[src/rtl/motor_pwm_driver.sv]
// Dual-channel H-bridge PWM driver: shared 32-count period counter, per-channel
// direction FSM with period-aligned command latching and FWD<->REV dead time.

package motor_pwm_pkg;
  typedef enum logic [2:0] {
    ST_IDLE  = 3'd0,
    ST_FWD   = 3'd1,
    ST_REV   = 3'd2,
    ST_BRAKE = 3'd3,
    ST_DEAD  = 3'd4
  } ch_state_e;
endpackage

module motor_pwm_channel
  import motor_pwm_pkg::*;
#(
  parameter int DEAD_CYCLES = 16
) (
  input  logic       clk_i,
  input  logic       rst_n,
  input  logic       run_i,
  input  logic       latch_i,
  input  logic [4:0] cnt_i,
  input  logic       cmd_a_i,
  input  logic       cmd_b_i,
  input  logic [4:0] duty_i,
  output logic       pin_a_o,
  output logic       pin_b_o,
  output logic [2:0] state_o
);

  // Counter holds DEAD_CYCLES-1 down to 0, so DEAD lasts exactly DEAD_CYCLES clocks.
  localparam int DW = (DEAD_CYCLES >= 2) ? $clog2(DEAD_CYCLES) : 1;

  ch_state_e     state_q, state_d;
  ch_state_e     target_q, target_d;
  logic [DW-1:0] dead_q, dead_d;
  logic [4:0]    duty_q, duty_d;
  logic          pin_a_q, pin_a_d;
  logic          pin_b_q, pin_b_d;
  ch_state_e     cmd;
  logic          on;
  logic          reversal;

  function automatic ch_state_e decode(input logic a, input logic b);
    case ({a, b})
      2'b10:   return ST_FWD;
      2'b01:   return ST_REV;
      2'b11:   return ST_BRAKE;
      default: return ST_IDLE;
    endcase
  endfunction

  always_comb begin
    // NOTE: every signal written here gets a default first so no path infers a latch.
    state_d  = state_q;
    target_d = target_q;
    dead_d   = dead_q;
    duty_d   = duty_q;
    pin_a_d  = 1'b0;
    pin_b_d  = 1'b0;
    cmd      = decode(cmd_a_i, cmd_b_i);
    on       = (cnt_i < duty_q);
    reversal = ((state_q == ST_FWD) && (cmd == ST_REV)) ||
               ((state_q == ST_REV) && (cmd == ST_FWD));

    case (state_q)
      ST_FWD:   pin_a_d = on;
      ST_REV:   pin_b_d = on;
      ST_BRAKE: begin
        pin_a_d = 1'b1;
        pin_b_d = 1'b1;
      end
      default: ;
    endcase

    if (!run_i) begin
      state_d  = ST_IDLE;
      target_d = ST_IDLE;
      dead_d   = '0;
      duty_d   = '0;
      pin_a_d  = 1'b0;
      pin_b_d  = 1'b0;
    end else begin
      if (latch_i) duty_d = duty_i;

      if (state_q == ST_DEAD) begin
        // A command latched during dead time retargets without restarting the wait.
        if (latch_i) target_d = cmd;
        if (dead_q == '0) state_d = target_d;
        else              dead_d  = dead_q - DW'(1);
      end else if (latch_i) begin
        if (reversal) begin
          state_d  = ST_DEAD;
          target_d = cmd;
          dead_d   = DW'(DEAD_CYCLES - 1);
        end else begin
          state_d = cmd;
        end
      end
    end
  end

  always_ff @(posedge clk_i or negedge rst_n) begin
    if (!rst_n) begin
      state_q  <= ST_IDLE;
      target_q <= ST_IDLE;
      dead_q   <= '0;
      duty_q   <= '0;
      pin_a_q  <= 1'b0;
      pin_b_q  <= 1'b0;
    end else begin
      // NOTE: non-blocking updates so every register samples pre-edge values.
      state_q  <= state_d;
      target_q <= target_d;
      dead_q   <= dead_d;
      duty_q   <= duty_d;
      pin_a_q  <= pin_a_d;
      pin_b_q  <= pin_b_d;
    end
  end

  assign pin_a_o = pin_a_q;
  assign pin_b_o = pin_b_q;
  assign state_o = state_q;

endmodule

module motor_pwm_driver #(
  parameter int DEAD_CYCLES = 16
) (
  input  logic       clk_3125KHz,
  input  logic       rst_n,
  input  logic       enable,
  input  logic       fault,
  input  logic       m1_a,
  input  logic       m1_b,
  input  logic       m2_a,
  input  logic       m2_b,
  input  logic [4:0] dc1,
  input  logic [4:0] dc2,
  output logic       pwm1_a,
  output logic       pwm1_b,
  output logic       pwm2_a,
  output logic       pwm2_b,
  output logic       period_tick,
  output logic [2:0] ch1_state,
  output logic [2:0] ch2_state
);

  logic [4:0] cnt_q, cnt_d;
  logic       tick_q, tick_d;
  logic       run;
  logic       latch;

  // Fault dominates enable; either one parks the counter at 0 for a clean restart.
  assign run    = enable & ~fault;
  assign latch  = run & (cnt_q == 5'd31);
  assign cnt_d  = run ? (cnt_q + 5'd1) : 5'd0;
  assign tick_d = latch;

  always_ff @(posedge clk_3125KHz or negedge rst_n) begin
    if (!rst_n) begin
      cnt_q  <= '0;
      tick_q <= 1'b0;
    end else begin
      cnt_q  <= cnt_d;
      tick_q <= tick_d;
    end
  end

  assign period_tick = tick_q;

  motor_pwm_channel #(.DEAD_CYCLES(DEAD_CYCLES)) u_ch1 (
    .clk_i   (clk_3125KHz),
    .rst_n   (rst_n),
    .run_i   (run),
    .latch_i (latch),
    .cnt_i   (cnt_q),
    .cmd_a_i (m1_a),
    .cmd_b_i (m1_b),
    .duty_i  (dc1),
    .pin_a_o (pwm1_a),
    .pin_b_o (pwm1_b),
    .state_o (ch1_state)
  );

  motor_pwm_channel #(.DEAD_CYCLES(DEAD_CYCLES)) u_ch2 (
    .clk_i   (clk_3125KHz),
    .rst_n   (rst_n),
    .run_i   (run),
    .latch_i (latch),
    .cnt_i   (cnt_q),
    .cmd_a_i (m2_a),
    .cmd_b_i (m2_b),
    .duty_i  (dc2),
    .pin_a_o (pwm2_a),
    .pin_b_o (pwm2_b),
    .state_o (ch2_state)
  );

endmodule

[config.mk]
export PLATFORM = sky130hd
export DESIGN_NAME = motor_pwm_driver
export DESIGN_NICKNAME = d
export VERILOG_FILES = /design/src/rtl/motor_pwm_driver.sv
export SDC_FILE = /design/constraint.sdc
export NUM_CORES = 1
export LEC_CHECK = 0
export BUFFER_PORTS_ARGS = -buffer_cell sky130_fd_sc_hd__clkbuf_2
export CORE_MARGIN = 10
export CORE_UTILIZATION = 53
export DETAILED_ROUTE_END_ITERATION = 7
export PLACE_DENSITY = 0.86
export SETUP_SLACK_MARGIN = 0.5
export SLEW_MARGIN = 0
export SYNTH_ARGS = -nofsm -noshare
export SYNTH_HDL_FRONTEND = slang
export SYNTH_HIERARCHICAL = 1
export SYNTH_SLANG_ARGS = --single-unit
[constraint.sdc]
create_clock -name clk_3125KHz -period 3.35 [get_ports clk_3125KHz]
set_clock_uncertainty 0.1 [all_clocks]
set_input_delay 0.67 -clock clk_3125KHz [delete_from_list [all_inputs] [get_ports clk_3125KHz]]
set_output_delay 0.67 -clock clk_3125KHz [all_outputs]
set_load 0.005 [all_outputs]
==> results.tsv, run 1 <==
stage	metric	value	unit
final_layout	layout.cells.non_filler	297	
worst_setup_path	critPathMaxFanout	20	
detailed_routing	viasPerCell	5.65	
global_routing	grt_use_total	0.137	
worst_setup_path	crit_type	reg2reg	
power	p_leak	0.00118	uW
worst_setup_path	crit_chain	ha_1 > and3_1 > ha_1 > and2_2 > or3b_1 > o22ai_2 > a21oi_1 > and3_1	
floorplanning	core	4060	um^2
yosys	ys_seq_area_frac	0.446	
run	drv_cap	0	
placement	io_buffer_count	28	
final_layout	diodes	0	
yosys	syn_area	2240	um^2
final_layout	layout.nets	276	
yosys	yosysMostFrequentCell	dfrtp_1	
yosys	syn_inst	215	
yosys	yosysWarnings	6	
sta	fin_crit	2.47	ns
worst_setup_path	cp.arrival	2.55	ns
detailed_routing	dr_total_vias	1679	
detailed_routing	totalWireLength	4570	um
power	p_sw	194	uW
yosys	ys_types	35	
clock_tree	clock_sinks	40	
outcome	status	finished clean	
floorplanning	die_w	85.1	um
worst_setup_path	critPathBufInv	0	
floorplanning	start_util	0.553	
power	powerDensity	339	nW/um^2
clock_tree	cts_buffers	5	
detailed_routing	drt-pass1-iter-count	4	
power	p_comb_frac	0.045	
detailed_routing	wl_per_cell	15.4	um
detailed_routing	wl_met2	2200	um
power	netSwitchingFraction	0.226	
yosys	syn_area_per_cell	10.4	um^2
floorplanning	die_height	85.1	um
global_routing	grt.overflow.total	0	
sta	setup_ws	0.881	ns
yosys	yosys-top-cells-count	40 x dfrtp_1, 18 x nand2_1, 17 x inv_1, 15 x mux2i_1	
worst_setup_path	max_stage_delay	0.42	ns
sta	period_share	0.737	
sta	holdWs	0.399	ns
final_layout	final_area	2530	um^2
sta	final-setup-viol-count	0	
clock_tree	htree_levels	2	
worst_setup_path	worst_path_max_delay_cell	dfrtp_1	
global_routing	first_global_vias	1769	
final_layout	final_layout_size_suffix_gt1_frac	0.194	
worst_setup_path	cp-start-kind	register	
sta	worst_pin_slew	0.956	ns
detailed_routing	drtAntennaViolNets	0	
sta	finalSetupTns	0	ns
worst_setup_path	worstPathRequired	3.43	ns
yosys	synth_edf_count	0	
sta	relSlewSlack	0.363	
detailed_routing	dr_wl_met3	283	um
detailed_routing	post-route-drc-count	0	
clock_tree	cts_root_buf	clkbuf_8	
worst_hold_path	hold_path_class	reg2reg	
power	p_int	666	uW
sta	slew_violations	0	
global_routing	grt_pass1_wl	8300	um
placement	pre_cts_ws	0.601	ns
detailed_routing	drt-met1-wl	2040	um
floorplanning	num_rows	23	
placement	dp_cells	289	
worst_setup_path	crit_path_end_kind	register	
sta	max_freq	405	MHz
yosys	synth_top_cell_by_area	dfrtp_1	
sta	hold_viol	0	
clock_tree	clk_pin_slew_worst_paths	0.08	ns
clock_tree	cts_tree	built	
clock_tree	clockBufferDepth	2	
power	clockPowerShare	0.391	
yosys	syn_nets	245	
clock_tree	worstSkewPairLatency	0.30	ns
global_routing	grt_max_degree	41	
final_layout	area_growth	12.9	%
global_routing	antenna_found_initial	0	
placement	hpwl	3280	um
yosys	synth_top_cell_area_share	0.446	
power	peakVddDrop	0.283	mV
yosys	synth.ff_latch_count	40	
floorplanning	dieArea	7240	um^2
power	share_seq_of_total_power	0.564	
placement	gp_congestion	0.779	
sta	rsz0062_at_grt	no	
yosys	netlist_top_cells_area	dfrtp_1 45%, ha_1 6.7%, mux2i_1 6.7%, or3b_1 4.3%, nor2b_1 3.3%	
detailed_routing	highest_layer	met4	
floorplanning	pin_count	29	
yosys	async_reset_ff_frac	1.00	
detailed_routing	drt_iter0_drc	101	
worst_setup_path	path_delay_family	simple AND/OR/NAND/NOR gates	
placement	placed_area	2440	um^2
yosys	yosys_most_used_dff	dfrtp_1	
-- sequential cells by signal (all words and copies together) (netlist names) --
register        cells
u_ch2/pin_b_o       1
u_ch1/pin_a_o       1
u_ch1/target_q      3
u_ch1/duty_q        5
u_ch1/pin_b_o       1
period_tick         1
u_ch2/target_q      3
u_ch1/state_o       3
cnt_q               5
u_ch2/duty_q        5
u_ch1/dead_q        4
u_ch2/state_o       3
u_ch2/pin_a_o       1
u_ch2/dead_q        4
-- layout by cell type, fill, tap and decap left out --
cell        Yosys  final
clkinvlp_4      0      1
a21boi_0        2      2
mux2i_1        15     15
clkbuf_2        0     28
o211a_1         2      2
and3_1          3      3
nand3b_1        5      5
clkbuf_1        4      1
nand3_1         3      3
a211oi_1        2      2
o311a_1         2      2
a21oi_1        12     12
o2111a_1        6      6
dfrtp_1        40     40
o31a_1          2      2
nor3b_4         2      2
or3_1           4      4
ha_1           12     12
o31ai_1         2      2
nor3b_1         2      2
nor2b_1        12     12
and2b_4         2      2
nor2_1          8      8
and2_1          3      2
and2_2          0      1
nand2_2         2      2
and4b_1         2      2
inv_1          17     17
clkbuf_8        0      6
nand2_1        18     18
nand2b_1        5      5
nor3_1          4      4
or3b_1         11     11
or2_1           2      2
o21a_1          2      2
nor3b_2         2      2
buf_4           0      2
xnor2_1         1      1
o22ai_2         2      2
-- through the flow --
step / power (uW) / util
2_1_floorplan: 509 / -
3_3_place_gp: 533 / 0.601
3_5_place_dp: 534 / 0.601
4_1_cts: 868 / 0.624
5_1_grt: 899 / 0.625
6_report: 860 / 0.625
-- metal layers --
metal  up-vias  GRT usage
met5         -          0
met2        39      0.218
met1       817      0.167
met4         0     0.0404
li1        817          -
met3         6     0.0516
-- power groups by stage --
stage,sequential [uW],clock (uW),combinational [uW]
global route,485,369,45.3
global placement,495,0,38.8
detailed placement,495,0,39.9
finish,485,336,39.1
floorplan,494,0,15.0
CTS,485,342,40.5
-- cells by family (layout without fill, tap and decap cells) --
| logic type | after synthesis | in the layout | share of synthesized area |
|---|---|---|---|
| xor+xnor | 1 | 1 | 0.00390 |
| flops | 40 | 40 | 0.446 |
| mux | 15 | 15 | 0.0669 |
| fa+ha+maj | 12 | 12 | 0.0669 |
| compound gates | 34 | 34 | 0.120 |
| simple gates | 90 | 90 | 0.258 |
| buf+inv | 23 | 55 | 0.0385 |
-- timing repair --
| item | 4_1_cts | 5_1_grt |
|---|---|---|
| endpoints found under the hold margin | 0 | 0 |
| endpoints found under the setup margin | 0 | 2 |
| buffers inserted | 0 | 0 |
| resized for setup | 0 | 1 |
| hold buffers | 0 | 0 |
-- area by class of cell --
class	instances	area [um^2]
Sequential cell	40	1000
Clock buffer	7	86.3
Tap cell	50	62.6
Inverter	17	63.8
Fill cell	340	1520
Timing Repair Buffer	30	155
Clock inverter	1	7.51
Multi-Input combinational cell	152	1160
-- path summary, 6_finish.rpt --
kind / from / to / slack, ns / depth (start not counted)
worst min-delay path: cnt_q[0]$_DFF_PN0_ / cnt_q[0]$_DFF_PN0_ / 0.40 / 1
worst max register to register: cnt_q[1]$_DFF_PN0_ / u_ch2/target_q[2]$_DFFE_PN0P_ / 0.88 / 8
worst max-delay path: cnt_q[1]$_DFF_PN0_ / u_ch2/target_q[2]$_DFFE_PN0P_ / 0.88 / 8
min in group asynchronous: rst_n / cnt_q[3]$_DFF_PN0_ / 0.41 / 1
max in group asynchronous: rst_n / u_ch1/dead_q[3]$_DFFE_PN0P_ / 2.14 / 1
worst min register to register: cnt_q[0]$_DFF_PN0_ / cnt_q[0]$_DFF_PN0_ / 0.40 / 1
Note: power is estimated with default switching activity, not from simulation.
==> inputs of run 2 (changes only) <==
- clock period: 3.35 -> 2.5 ns (I/O delays scaled with it)
==> run 2 against run 1 <==
Against the previous run:
- register-to-register slack got worse by 0.48 ns
- core utilization is 4.7 points higher
- total power grew 43%
- sequential cell count stayed put
- final area grew 7.5%
- combinational power increased by 50%
- die area stayed put
- critical endpoint is now u_ch1/dead_q[3]$_DFFE_PN0P_
- highest routed layer unchanged
==> results.tsv, run 2 (synthesis gave the netlist of run 1 again) <==
stage	metric	value	unit	change
outcome	status	finished clean		
detailed_routing	post-route-drc-count	0		unchanged
worst_setup_path	max_stage_delay	0.39	ns	-0.03 ns
worst_setup_path	critPathMaxFanout	6		-70%
clock_tree	clockBufferDepth	2		unchanged
final_layout	final_area	2720	um^2	+7.5%
sta	final-setup-viol-count	0		unchanged
global_routing	grt.overflow.total	0		unchanged
worst_setup_path	worst_path_max_delay_cell	or3b_4		
global_routing	first_global_vias	1809		+2.3%
worst_setup_path	cp.arrival	2.22	ns	-0.33 ns
worst_hold_path	hold_path_class	in2async		
worst_setup_path	timing.rr.end	u_ch1/dead_q[3]$_DFFE_PN0P_		
power	powerDensity	450	nW/um^2	+33%
sta	max_freq	477	MHz	+18%
floorplanning	core	4060	um^2	unchanged
global_routing	grt_max_degree	41		unchanged
global_routing	antenna_found_initial	0		unchanged
clock_tree	worstSkewPairLatency	0.29	ns	about the same
sta	hold_viol	0		unchanged
power	p_leak	0.00127	uW	+7.7%
clock_tree	cts_buffers	5		unchanged
worst_setup_path	crit_type	reg2reg		
worst_setup_path	crit_chain	ha_2 > and3_4 > ha_4 > and2_4 > or3b_4 > o22ai_4 > or2_4 > o2111a_1		
detailed_routing	wl_per_cell	15.3	um	-0.40%
placement	placed_area	2470	um^2	+1.1%
final_layout	area_growth	21.3	%	
power	peakVddDrop	0.315	mV	+11%
detailed_routing	totalWireLength	4760	um	+4.3%
clock_tree	clock_sinks	40		unchanged
final_layout	final_cell_mix	40 x dfrtp_1, 28 x clkbuf_2, 18 x nand2_1		
global_routing	grt_pass1_wl	8290	um	about the same
floorplanning	die_w	85.1	um	unchanged
clock_tree	clk_pin_slew_worst_paths	0.08	ns	about the same
sta	slew_violations	0		unchanged
worst_setup_path	cp-start-kind	register		
final_layout	layout.nets	290		+5.1%
clock_tree	cts_tree	built		
floorplanning	pin_count	29		unchanged
sta	rsz0062_at_grt	yes		
run	drv_cap	0		unchanged
final_layout	postLayoutCoreUtil	0.671		+0.0466
final_layout	final_common_cell	dfrtp_1		
detailed_routing	drt_iter0_drc	134		+33%
worst_setup_path	r2r_start	cnt_q[0]$_DFF_PN0_		
clock_tree	htree_levels	2		unchanged
final_layout	diodes	0		unchanged
detailed_routing	drtAntennaViolNets	0		unchanged
sta	worst_pin_slew	0.514	ns	-0.442 ns
worst_setup_path	r2r_setup_slack	0.40	ns	-0.48 ns
placement	gp_congestion	0.786		+0.91%
sta	finalSetupTns	0	ns	unchanged
detailed_routing	viasPerCell	5.63		-0.35%
floorplanning	num_rows	23		unchanged
worst_setup_path	reg2reg_depth	8		unchanged
floorplanning	die_height	85.1	um	unchanged
placement	io_buffer_count	28		unchanged
sta	fin_crit	2.10	ns	-0.373 ns
detailed_routing	drt-pass1-iter-count	4		unchanged
sta	period_share	0.838		+0.101
detailed_routing	dr_total_vias	1752		+4.3%
worst_setup_path	worstPathRequired	2.63	ns	-0.80 ns
final_layout	final_layout_size_suffix_gt1_frac	0.276		+0.0815
sta	relSlewSlack	0.658		+0.295
final_layout	layout_top_registers	cnt_q (5), u_ch1/duty_q (5), u_ch2/duty_q (5)		
floorplanning	start_util	0.553		unchanged
placement	hpwl	3260	um	-0.79%
power	p_total	1230	uW	+43%
clock_tree	cts_root_buf	clkbuf_8		
floorplanning	dieArea	7240	um^2	unchanged
worst_setup_path	crit_path_end_kind	register		
global_routing	grt_use_total	0.138		+0.000980
==> run 2: changes by cell type in the layout (fill, tap and decap cells not counted), sizes merged <==
cell	change
buf	+14
bufinv	+1
clkbuf	-1
clkinv	+1
clkinvlp	-1
==> run 2: worst max-delay path: cells and delay by family, from the launching register on <==
kind                     cells  cell delay [ns]
AO/OA/AOI/OAI                2             0.37
adder cells (fa/ha/maj)      2             0.29
flip-flops                   1             0.36
AND/OR/NAND/NOR              4             0.91
==> run 2: area by class of cell <==
| cell class | count | area (um^2) |
|---|---|---|
| tap | 50 | 62.6 |
| timing repair buffer | 44 | 272 |
| clock inverter | 2 | 35.0 |
| clock buffer | 6 | 72.6 |
| fill | 311 | 1330 |
| sequential | 40 | 1000 |
| multi-input combinational | 152 | 1220 |
| inverter | 17 | 63.8 |
==> run 2: worst max path at each step <==
stage,endpoint,startpoint,cells past startpoint,slack [ns]
after floorplan,u_ch1/dead_q[3]$_DFFE_PN0P_,cnt_q[1]$_DFF_PN0_,8,0.45
after global placement,u_ch1/dead_q[3]$_DFFE_PN0P_,fault,8,0.31
after detailed placement,u_ch2/dead_q[3]$_DFFE_PN0P_,cnt_q[1]$_DFF_PN0_,8,0.22
after CTS,u_ch2/dead_q[3]$_DFFE_PN0P_,cnt_q[0]$_DFF_PN0_,8,0.44
after global routing,u_ch1/dead_q[3]$_DFFE_PN0P_,cnt_q[0]$_DFF_PN0_,8,0.31
final,u_ch1/dead_q[3]$_DFFE_PN0P_,cnt_q[0]$_DFF_PN0_,8,0.40
==> run 2: power breakdown <==
part	switching, uW	total, uW	internal (uW)
sequential	0.980	649	648
combinational	34.2	58.6	24.4
clock	223	519	296
==> run 2: timing repair <==
| action | CTS | global route |
|---|---|---|
| resized for setup | 7 | 6 |
| cloned | 0 | 0 |
| pin swaps | 7 | 5 |
| setup buffers | 9 | 3 |
| hold buffers | 0 | 0 |
| setup endpoints to repair | 18 | 19 |
==> run 2: stage by stage <==
step                hold WS (ns)  std cells  setup WS (ns)
floorplan                  0.104        215          0.447
CTS                        0.170        308          0.441
detailed placement         0.389        291          0.221
global placement           0.383        291          0.306
global route               0.197        311          0.310
finish                     0.161        311          0.404
==> run 2: metal layers <==
layer  part of all wire  global-route usage
met1               0.42               0.161
met2               0.52               0.233
met3              0.040              0.0315
met4              0.018              0.0614
met5                  0                   0
==> inputs of run 3 (changes only) <==
- CORE_UTILIZATION: 53 -> 52
- PLACE_DENSITY: 0.86 -> 0.88
- clock period: 2.5 -> 1.9 ns (I/O delays scaled with it)
==> run 3 against run 2 <==
Against the previous run:
- the run now ends with setup timing left
- largest cell class unchanged
- core utilization increased by 4.7 points
- combinational power up 72%
- setup slack worse by 0.65 ns
- non-clock buffer count rose by 10
- critical path depth unchanged
- die area grew 1.5%
- final cell count grew 3.2%
==> results.tsv, run 3 (synthesis gave the netlist of run 1 again) <==
stage	metric	value	unit	change
worst_setup_path	timing.rr.end	u_ch2/dead_q[3]$_DFFE_PN0P_		
worst_setup_path	max_stage_delay	0.37	ns	-0.02 ns
final_layout	layout.cells.non_filler	321		+3.2%
detailed_routing	drt_iter0_drc	158		+18%
clock_tree	htree_levels	2		unchanged
clock_tree	cts_buffers	5		unchanged
final_layout	final_common_cell	dfrtp_1		
floorplanning	pin_count	29		unchanged
sta	worst_pin_slew	0.514	ns	+0.000318 ns
final_layout	final_layout_size_suffix_gt1_frac	0.369		+0.0931
placement	placed_area	2550	um^2	+3.3%
power	powerDensity	521	nW/um^2	+16%
sta	setup_ws	-0.249	ns	-0.653 ns
global_routing	antenna_found_initial	0		unchanged
sta	rsz0062_at_grt	yes		
worst_setup_path	reg2reg_depth	8		unchanged
clock_tree	cts_tree	built		
clock_tree	clockBufferDepth	2		unchanged
clock_tree	clock_sinks	40		unchanged
final_layout	final_cell_mix	35 x dfrtp_1, 27 x clkbuf_2, 19 x buf_4		
power	p_leak	0.00132	uW	+3.8%
sta	fin_crit	2.15	ns	+0.0525 ns
outcome	violations	setup timing		
worst_setup_path	critPathBufInv	0		unchanged
sta	slew_violations	0		unchanged
worst_setup_path	worstPathRequired	2.03	ns	-0.60 ns
floorplanning	num_rows	23		unchanged
floorplanning	die_height	85.7	um	+0.73%
worst_setup_path	startpoint	cnt_q[1]$_DFF_PN0_		
sta	holdWs	0.0367	ns	-0.124 ns
sta	hold_viol	0		unchanged
final_layout	diodes	0		unchanged
detailed_routing	dr_total_vias	1783		+1.8%
power	p_total	1530	uW	+25%
worst_setup_path	path_delay_family	simple AND/OR/NAND/NOR gates		
final_layout	area_growth	30.8	%	
placement	hpwl	3370	um	+3.4%
worst_setup_path	r2r_setup_slack	-0.25	ns	-0.65 ns
outcome	status	complete, but fails checks		
global_routing	grt_max_degree	41		unchanged
run	drv_cap	0		unchanged
final_layout	layout_top_registers	cnt_q (5), u_ch1/duty_q (5), u_ch2/duty_q (5)		
floorplanning	dieArea	7340	um^2	+1.5%
clock_tree	worstSkewPairLatency	0.29	ns	about the same
placement	pre_cts_ws	-0.166	ns	-0.387 ns
floorplanning	start_util	0.549		-0.00390
sta	max_freq	465	MHz	-2.4%
worst_setup_path	r2r_start	cnt_q[1]$_DFF_PN0_		
power	peakVddDrop	0.315	mV	about the same
placement	dp_cells	302		+3.8%
final_layout	final_area	2940	um^2	+7.8%
sta	period_share	1.13		+0.292
floorplanning	die_w	85.7	um	+0.73%
sta	final-setup-viol-count	20		+20
detailed_routing	wl_per_cell	16.7	um	+9.2%
global_routing	grt_use_total	0.144		+0.00633
global_routing	grt.overflow.total	0		unchanged
floorplanning	core	4090	um^2	+0.71%
detailed_routing	totalWireLength	5370	um	+13%
worst_hold_path	hold_path_class	in2async		
detailed_routing	drtAntennaViolNets	0		unchanged
worst_setup_path	crit_chain	ha_2 > and3_4 > ha_4 > and2_4 > or3b_1 > o22ai_2 > or2_4 > o2111a_1		
worst_setup_path	crit_path_end_kind	register		
clock_tree	cts_root_buf	clkbuf_8		
final_layout	layout.nets	300		+3.4%
worst_setup_path	critPathMaxFanout	6		unchanged
sta	relSlewSlack	0.657		about the same
global_routing	grt_pass1_wl	8650	um	+4.3%
worst_setup_path	cp-start-kind	register		
global_routing	first_global_vias	1892		+4.6%
detailed_routing	drt-pass1-iter-count	4		unchanged
worst_setup_path	cp.arrival	2.28	ns	+0.06 ns
detailed_routing	viasPerCell	5.55		-1.4%
placement	gp_congestion	0.799		+1.7%
clock_tree	clk_pin_slew_worst_paths	0.07	ns	about the same
detailed_routing	post-route-drc-count	0		unchanged
worst_setup_path	worst_path_max_delay_cell	dfrtp_1		
worst_setup_path	crit_type	reg2reg		
placement	io_buffer_count	28		unchanged
run 3: cell types whose count changed in the layout (fill, tap and decap cells not counted), sizes merged:
| cell | previous run | this run |
|---|---|---|
| bufinv | 1 | 0 |
| clkinv | 1 | 0 |
| clkbuf | 34 | 35 |
| buf | 16 | 27 |
run 3: report_power, final:
group	total, uW	internal (uW)	switching (uW)
Clock	575	296	279
Sequential	854	853	1.24
Combinational	101	48.3	52.2
Total	1530	1200	332
run 3: worst max path at each step:
stage | end | depth (start not counted)
after global routing | u_ch2/dead_q[3]$_DFFE_PN0P_ | 8
final | u_ch2/dead_q[3]$_DFFE_PN0P_ | 8
after CTS | u_ch2/dead_q[3]$_DFFE_PN0P_ | 8
after floorplan | u_ch1/dead_q[3]$_DFFE_PN0P_ | 8
after detailed placement | u_ch2/dead_q[3]$_DFFE_PN0P_ | 8
after global placement | u_ch1/dead_q[3]$_DFFE_PN0P_ | 8
run 3: metrics by stage:
stage | util | TNS, ns
floorplan | - | -1.59
global route | 0.718 | -4.07
CTS | 0.698 | -1.79
finish | 0.718 | -2.79
global placement | 0.624 | -1.15
detailed placement | 0.624 | -1.85
run 3: repair_timing:
item / in CTS / in global routing
resized for setup: 27 / 12
endpoints found under the setup margin: 41 / 39
pin swaps: 17 / 16
buffers inserted: 7 / 4
hold buffers: 0 / 0
endpoints found under the hold margin: 0 / 0
run 3: worst reg2reg max path, stage by stage, from the launching register on:
cell	delay, ns
dfrtp_1	0.37
ha_2	0.19
and3_4	0.20
ha_4	0.12
and2_4	0.15
or3b_1	0.36
o22ai_2	0.22
or2_4	0.18
o2111a_1	0.20
run 3: layout make-up:
cell class              instances  area (um^2)
clock buffers                   8         90.1
multi-input cells             152         1340
repair buffers                 54          368
well taps                      50         62.6
inverters                      17         63.8
fillers                       279         1150
flip-flops and latches         40         1010
run 3: layer usage:
metal / part of all wire / track usage
met5: 0 / 0
met4: 0.019 / 0.0494
met3: 0.032 / 0.0378
met2: 0.55 / 0.265
met1: 0.40 / 0.154
